`src/rtl/gate_tester_pkg.sv`:
```
// Shared definitions for the two-input gate tester: FSM encoding,
// reference truth tables and a one-hot helper for combination indices.
package gate_tester_pkg;

  typedef enum logic [1:0] {
    ST_IDLE   = 2'd0,
    ST_SETTLE = 2'd1,
    ST_FINISH = 2'd2
  } state_t;

  // Bit k of each table is the expected Y for {A,B} == k.
  localparam logic [3:0] TT_AND  = 4'b1000;
  localparam logic [3:0] TT_OR   = 4'b1110;
  localparam logic [3:0] TT_XOR  = 4'b0110;
  localparam logic [3:0] TT_NAND = 4'b0111;

  function automatic logic [3:0] combo_bit(input logic [1:0] idx);
    combo_bit = 4'b0001 << idx;
  endfunction

endpackage

```
`src/rtl/gate_tester.sv`:
```
// Exhaustive two-input gate tester: steps {A,B} through 00..11, holds each
// combination SETTLE_CYCLES cycles and compares Y against a captured truth table.
module gate_tester
  import gate_tester_pkg::*;
#(
  parameter int unsigned SETTLE_CYCLES = 2
) (
  input  logic       clk,
  input  logic       rst_n,
  input  logic       start,
  input  logic [3:0] tt,
  output logic       a,
  output logic       b,
  input  logic       y,
  output logic       busy,
  output logic       done,
  output logic       pass,
  output logic [3:0] fail_mask
);

  localparam logic [3:0] CNT_LAST = 4'(SETTLE_CYCLES - 1);

  state_t     state;
  state_t     state_next;
  logic [1:0] idx;
  logic [3:0] cnt;
  logic [3:0] tt_reg;
  logic       sample;
  logic       mismatch;
  logic [3:0] mask_next;

  // Y is only looked at on the last cycle of each combination.
  assign sample    = (state == ST_SETTLE) && (cnt == CNT_LAST);
  assign mismatch  = (y != tt_reg[idx]);
  assign mask_next = mismatch ? (fail_mask | combo_bit(idx)) : fail_mask;

  always_ff @(posedge clk or negedge rst_n) begin
    if (!rst_n) state <= ST_IDLE;
    else        state <= state_next;
  end

  always_ff @(posedge clk or negedge rst_n) begin
    if (!rst_n) begin
      idx       <= 2'd0;
      cnt       <= 4'd0;
      tt_reg    <= 4'd0;
      fail_mask <= 4'd0;
      pass      <= 1'b0;
    end else begin
      case (state)
        ST_IDLE: begin
          if (start) begin
            tt_reg    <= tt;
            fail_mask <= 4'd0;
            pass      <= 1'b0;
            idx       <= 2'd0;
            cnt       <= 4'd0;
          end
        end
        ST_SETTLE: begin
          if (sample) begin
            cnt       <= 4'd0;
            fail_mask <= mask_next;
            if (idx == 2'd3) pass <= (mask_next == 4'd0);
            else             idx  <= idx + 2'd1;
          end else begin
            cnt <= cnt + 4'd1;
          end
        end
        default: ;
      endcase
    end
  end

  always_comb begin
    state_next = state;
    case (state)
      ST_IDLE:   if (start) state_next = ST_SETTLE;
      ST_SETTLE: if (sample && (idx == 2'd3)) state_next = ST_FINISH;
      ST_FINISH: state_next = ST_IDLE;
      default:   state_next = ST_IDLE;
    endcase
  end

  always_comb begin
    a    = 1'b0;
    b    = 1'b0;
    busy = 1'b0;
    done = 1'b0;
    case (state)
      ST_SETTLE: begin
        a    = idx[1];
        b    = idx[0];
        busy = 1'b1;
      end
      ST_FINISH: done = 1'b1;
      default: ;
    endcase
  end

endmodule

```
`config.mk`:
```
export PLATFORM = sky130hd
export DESIGN_NAME = gate_tester
export DESIGN_NICKNAME = d
export VERILOG_FILES = /design/src/rtl/gate_tester_pkg.sv /design/src/rtl/gate_tester.sv
export SDC_FILE = /design/constraint.sdc
export NUM_CORES = 1
export LEC_CHECK = 0
export ABC_AREA = 1
export CORE_UTILIZATION = 38
export CTS_BUF_LIST = sky130_fd_sc_hd__clkbuf_8
export DETAILED_ROUTE_END_ITERATION = 8
export SLEW_MARGIN = 20
export SYNTH_ARGS = -nofsm -noshare
export SYNTH_HDL_FRONTEND = slang
export SYNTH_SLANG_ARGS = --single-unit
export TNS_END_PERCENT = 10
```
`constraint.sdc`:
```
create_clock -name clk -period 2.22 [get_ports clk]
set_input_delay 0.666 -clock clk [delete_from_list [all_inputs] [get_ports clk]]
set_output_delay 0.666 -clock clk [all_outputs]
set_load 0.005 [all_outputs]
```
# [After elaboration in Yosys (flattened, before gate mapping)]
# Index checks and enable logic that the tools add are counted.
[word_totals] regBits=17 wordCells=55
[op_classes] n_eq_ne=10 addsub=2 bitwise=1 n_shift=1 n_reduce_logical=11 magnitude_cmp=1 mux=23
[op_table] operator="4-bit two-way mux" n=4
[op_table] operator="4-bit case mux with 2 select lines" n=2
[op_table] operator="2-bit two-way mux" n=5
[op_table] operator="1-bit two-way mux" n=8
[op_table] operator="2-bit case mux with 2 select lines" n=2
[op_table] operator="4-bit AND reduction" n=2
[op_table] operator="2-bit != test, second input constant" n=3
[op_table] operator="2-bit AND reduction" n=3
[op_table] operator="4-bit by 1-bit adder with 4-bit output, second input constant" n=1
[op_table] operator="2-bit equality test, second input constant" n=2
[op_table] operator="4-bit by 1-bit equality test with 1-bit output, second input constant" n=1
[op_table] operator="4-bit logical NOT" n=1
[op_table] operator="2-bit by 1-bit != test with 1-bit output, second input constant" n=2
[op_table] operator="4-bit bitwise OR" n=1
[op_table] operator="1-bit by 2-bit left shift with 4-bit output, first input constant" n=1
[op_table] operator="2-bit by 3-bit less-than comparator with 1-bit output, second input constant" n=1
[op_table] operator="3-bit AND reduction" n=1
[op_table] operator="2-bit by 1-bit adder with 2-bit output, second input constant" n=1
[op_table] operator="1-bit binary-select mux with 2-bit select" n=1
[op_table] operator="2-bit by 1-bit equality test with 1-bit output, second input constant" n=1
[op_table] operator="1-bit logical AND" n=2
[op_table] operator="2-bit logical NOT" n=1
[op_table] operator="1-bit case mux with 2 select lines" n=1
[op_table] operator="2-bit nonzero test" n=1
[op_table] operator="1-bit != test" n=1

# [Longest topological paths before layout]
[depth] depth_word=8 mapped_depth=10 depth_no_buf=10

# [Least setup slack after synthesis]
# OpenSTA, ideal clock, no wires.
[synth_path] path_type="register -> output" startpoint="register state[1]" endpoint="output port a" arrival_ns=0.649 stages_incl_launch_ff=4 required_ns=1.554 slack_ns=0.905 n_path_buf=0 cell_sequence="dfrtp_1 -> inv_1 -> nand2_4 -> nor2_1"
[synth_between] elab_chain_len=2
[synth_lines] element="from (decl)" line_no="gate_tester.sv:23" rtl="state_t state;"
[synth_lines] element="from (signal assigned)" line_no="gate_tester.sv:39" rtl="else state <= state_next;"
[synth_lines] element="2-bit by 1-bit equality test with 1-bit output" line_no="gate_tester.sv:90" rtl="case (state)"
[synth_lines] element="1-bit two-way mux" line_no="gate_tester.sv:90"
[synth_lines] element="to (decl)" line_no="gate_tester.sv:12" rtl="output logic a,"
# Every way passes these cells.

# [Final worst setup path]
[layout_path] startpoint="register idx[0]" endpoint="output port b"
[layout_between] elab_chain_len=1
[layout_lines] element="from (decl)" line_no="gate_tester.sv:25" rtl="logic [1:0] idx;"
[layout_lines] element="from (signal assigned)" line_no="gate_tester.sv:65" rtl="else idx <= idx + 2'd1;"
[layout_lines] element="1-bit two-way mux" line_no="gate_tester.sv:90"
[layout_lines] element="to (decl)" line_no="gate_tester.sv:13" rtl="output logic b,"
# Every way passes these cells.

==> metrics <==
status finished, final reports clean; path type of the worst min-delay path reg2reg; Leakage 0.581 nW; I/O pins 17; max cap viols 0; Final Skew 0.00313 ns; Final Power 1.47 mW; Worst-Margin Slew 0.236 ns; die height 51.8 um; asr flop ratio synth 1.00; non-filler cells in the finished layout 159; fin. max-slew vios 0; relative slew slack 0.843; total grt overflow 0; syn avg cell area 8.57 um^2; top post-synthesis cells by area dfrtp_1 45%, nand2_1 12%, ha_1 8.0%; dpl cells 155; vias in the first global route 685; initial antenna violation count 0; Fin Setup TNS 0 ns; Power Density approximately 1200 nW/um^2; final setup fails 0; CP startpoint kind register; Yosys top cell by area dfrtp_1; Critical Path Sink Type output port; Post-Syn Area 942 um^2; CTS Hold Buffers Added 0; final wirelength about 1700 um; die footprint 2680 um^2; Area growth syn-to-layout 26.8%; #FFs+latches synth 17; post-synthesis sequential area ratio 0.452; antenna diode count 0; Tot GR Track Use 0.155; WL/cell 10.8 um; Final Hold Vio Count 0; RSZ-0062 raised after global routing false; DRT Pass-1 Iters 4; mean number of vias per cell 4.64; Initial Util 0.414; Final GP Congestion 0.761; clk root buf clkbuf_8; Rows 17; fin nets 146; CP max FO 6; Synthesized Nets 124; Max Freq 0.468 GHz; first-pass GRT wire length 2960 um; Worst-path clk slew 0.06 ns; Syn Inst Count 110; number of synthesized flops with an enable pin 0; Critical Path RT between 1.5 and 2 ns; Worst Path Arrival approximately 1.5 ns; Yosys cell types 20; synth warn 0; Synth top area share 0.452; synth cell count leaders 29 x nand2_1, 17 x dfrtp_1, 12 x inv_1, 10 x nand3_1; residual DRC count 0; CTS tree yes; main flop type after synthesis dfrtp_1; TritonCTS Sinks 17; Post-CTS Setup Inserts 0; Starting DRT DRC Count 20; CTS H-tree lvls 1; ANT nets after route 0; min Tclk post-route 2.14 ns; Horiz. Die Dim roughly 52 um; final worst-path cycle share 0.962; layout cells sized above 1 0.145; peak supply drop just over 0.6 mV; deepest clock path buffer count 2; via count 737; core area 2280 um^2; Clock Latency Late Sink 0.25 ns; port buffer count 16; DP Wirelength 1320 um; count leader, synth nand2_1; total CTS buffers 3; pin count of the biggest net entering global routing 18; Crit Path Category reg2out
## worst max-delay path, stage by stage, from the launching register on
cell and delay [ns]:
dfrtp_1 0.47, inv_2 0.11, nor2_1 0.13, clkdlybuf4s50_1 0.51
## metrics by stage
stage	hold slack (ns)	worst slack, ns	cell area, um^2	utilization
after floorplan	0.370	0.905	942	-
after global placement	0.469	0.329	1140	0.503
after detailed placement	0.470	0.322	1140	0.503
after CTS	0.487	0.0495	1190	0.523
after global routing	0.503	0.0231	1190	0.525
final	0.481	0.0848	1190	0.525
## path summary, 6_finish.rpt
check | start | endpoint | slack [ns] | depth (start not counted)
min | tt_reg[0] | tt_reg[0] | 0.48 | 2
min reg2reg | tt_reg[0] | tt_reg[0] | 0.48 | 2
max | idx[0] | b | 0.08 | 3
max in group asynchronous | rst_n | cnt[1] | 1.28 | 2
max reg2reg | idx[0] | pass | 0.83 | 9
min in group asynchronous | rst_n | fail_mask[2] | 0.74 | 2
## cell type report
type | count | area (um^2)
Fill cell | 204 | 1080
Multi-Input combinational cell | 76 | 450
Sequential cell | 17 | 425
Timing Repair Buffer | 17 | 170
Inverter | 17 | 68.8
Clock buffer | 3 | 41.3
Tap cell | 28 | 35.0
Clock inverter | 1 | 3.75
## what timing repair did
item,CTS,global route
gates resized for setup,0,2
setup endpoints to repair,0,1
endpoints found under the hold margin,0,0
## power by group
group | internal (mW) | switching [mW]
registers | 0.429 | 0.0975
clock network | 0.123 | 0.0999
logic | 0.314 | 0.406
## per-layer routing
layer	up-vias	global-route usage	wire length, um
met5	-	0	0
met3	4	0.0409	75
met4	0	0.0811	20
met2	17	0.225	747
li1	391	-	-
met1	325	0.209	877
## cells in the final DEF, fill, tap and decap left out, drive strengths merged
master,Yosys,final
clkbuf,0,3
clkdlybuf4s50,0,15
o211ai,1,1
buf,0,1
nand3,13,13
nand2,32,32
o22ai,3,3
xor2,1,1
nor2,10,10
xnor2,1,1
inv,17,18
dfrtp,17,17
ha,6,6
o21ai,8,8
a22oi,1,1
dlymetal6s2s,0,1
## cells by family after synthesis
kind of cell	after synthesis	synth area share
xor gates and xnor gates	2	0.0186
and+or+nand+nor	55	0.297
buffers and inverters	17	0.0704
DFF	17	0.452
AOI/OAI and AO/OA	13	0.0823
adders and majority gates	6	0.0797
Note: power is estimated with default switching activity, not from simulation.
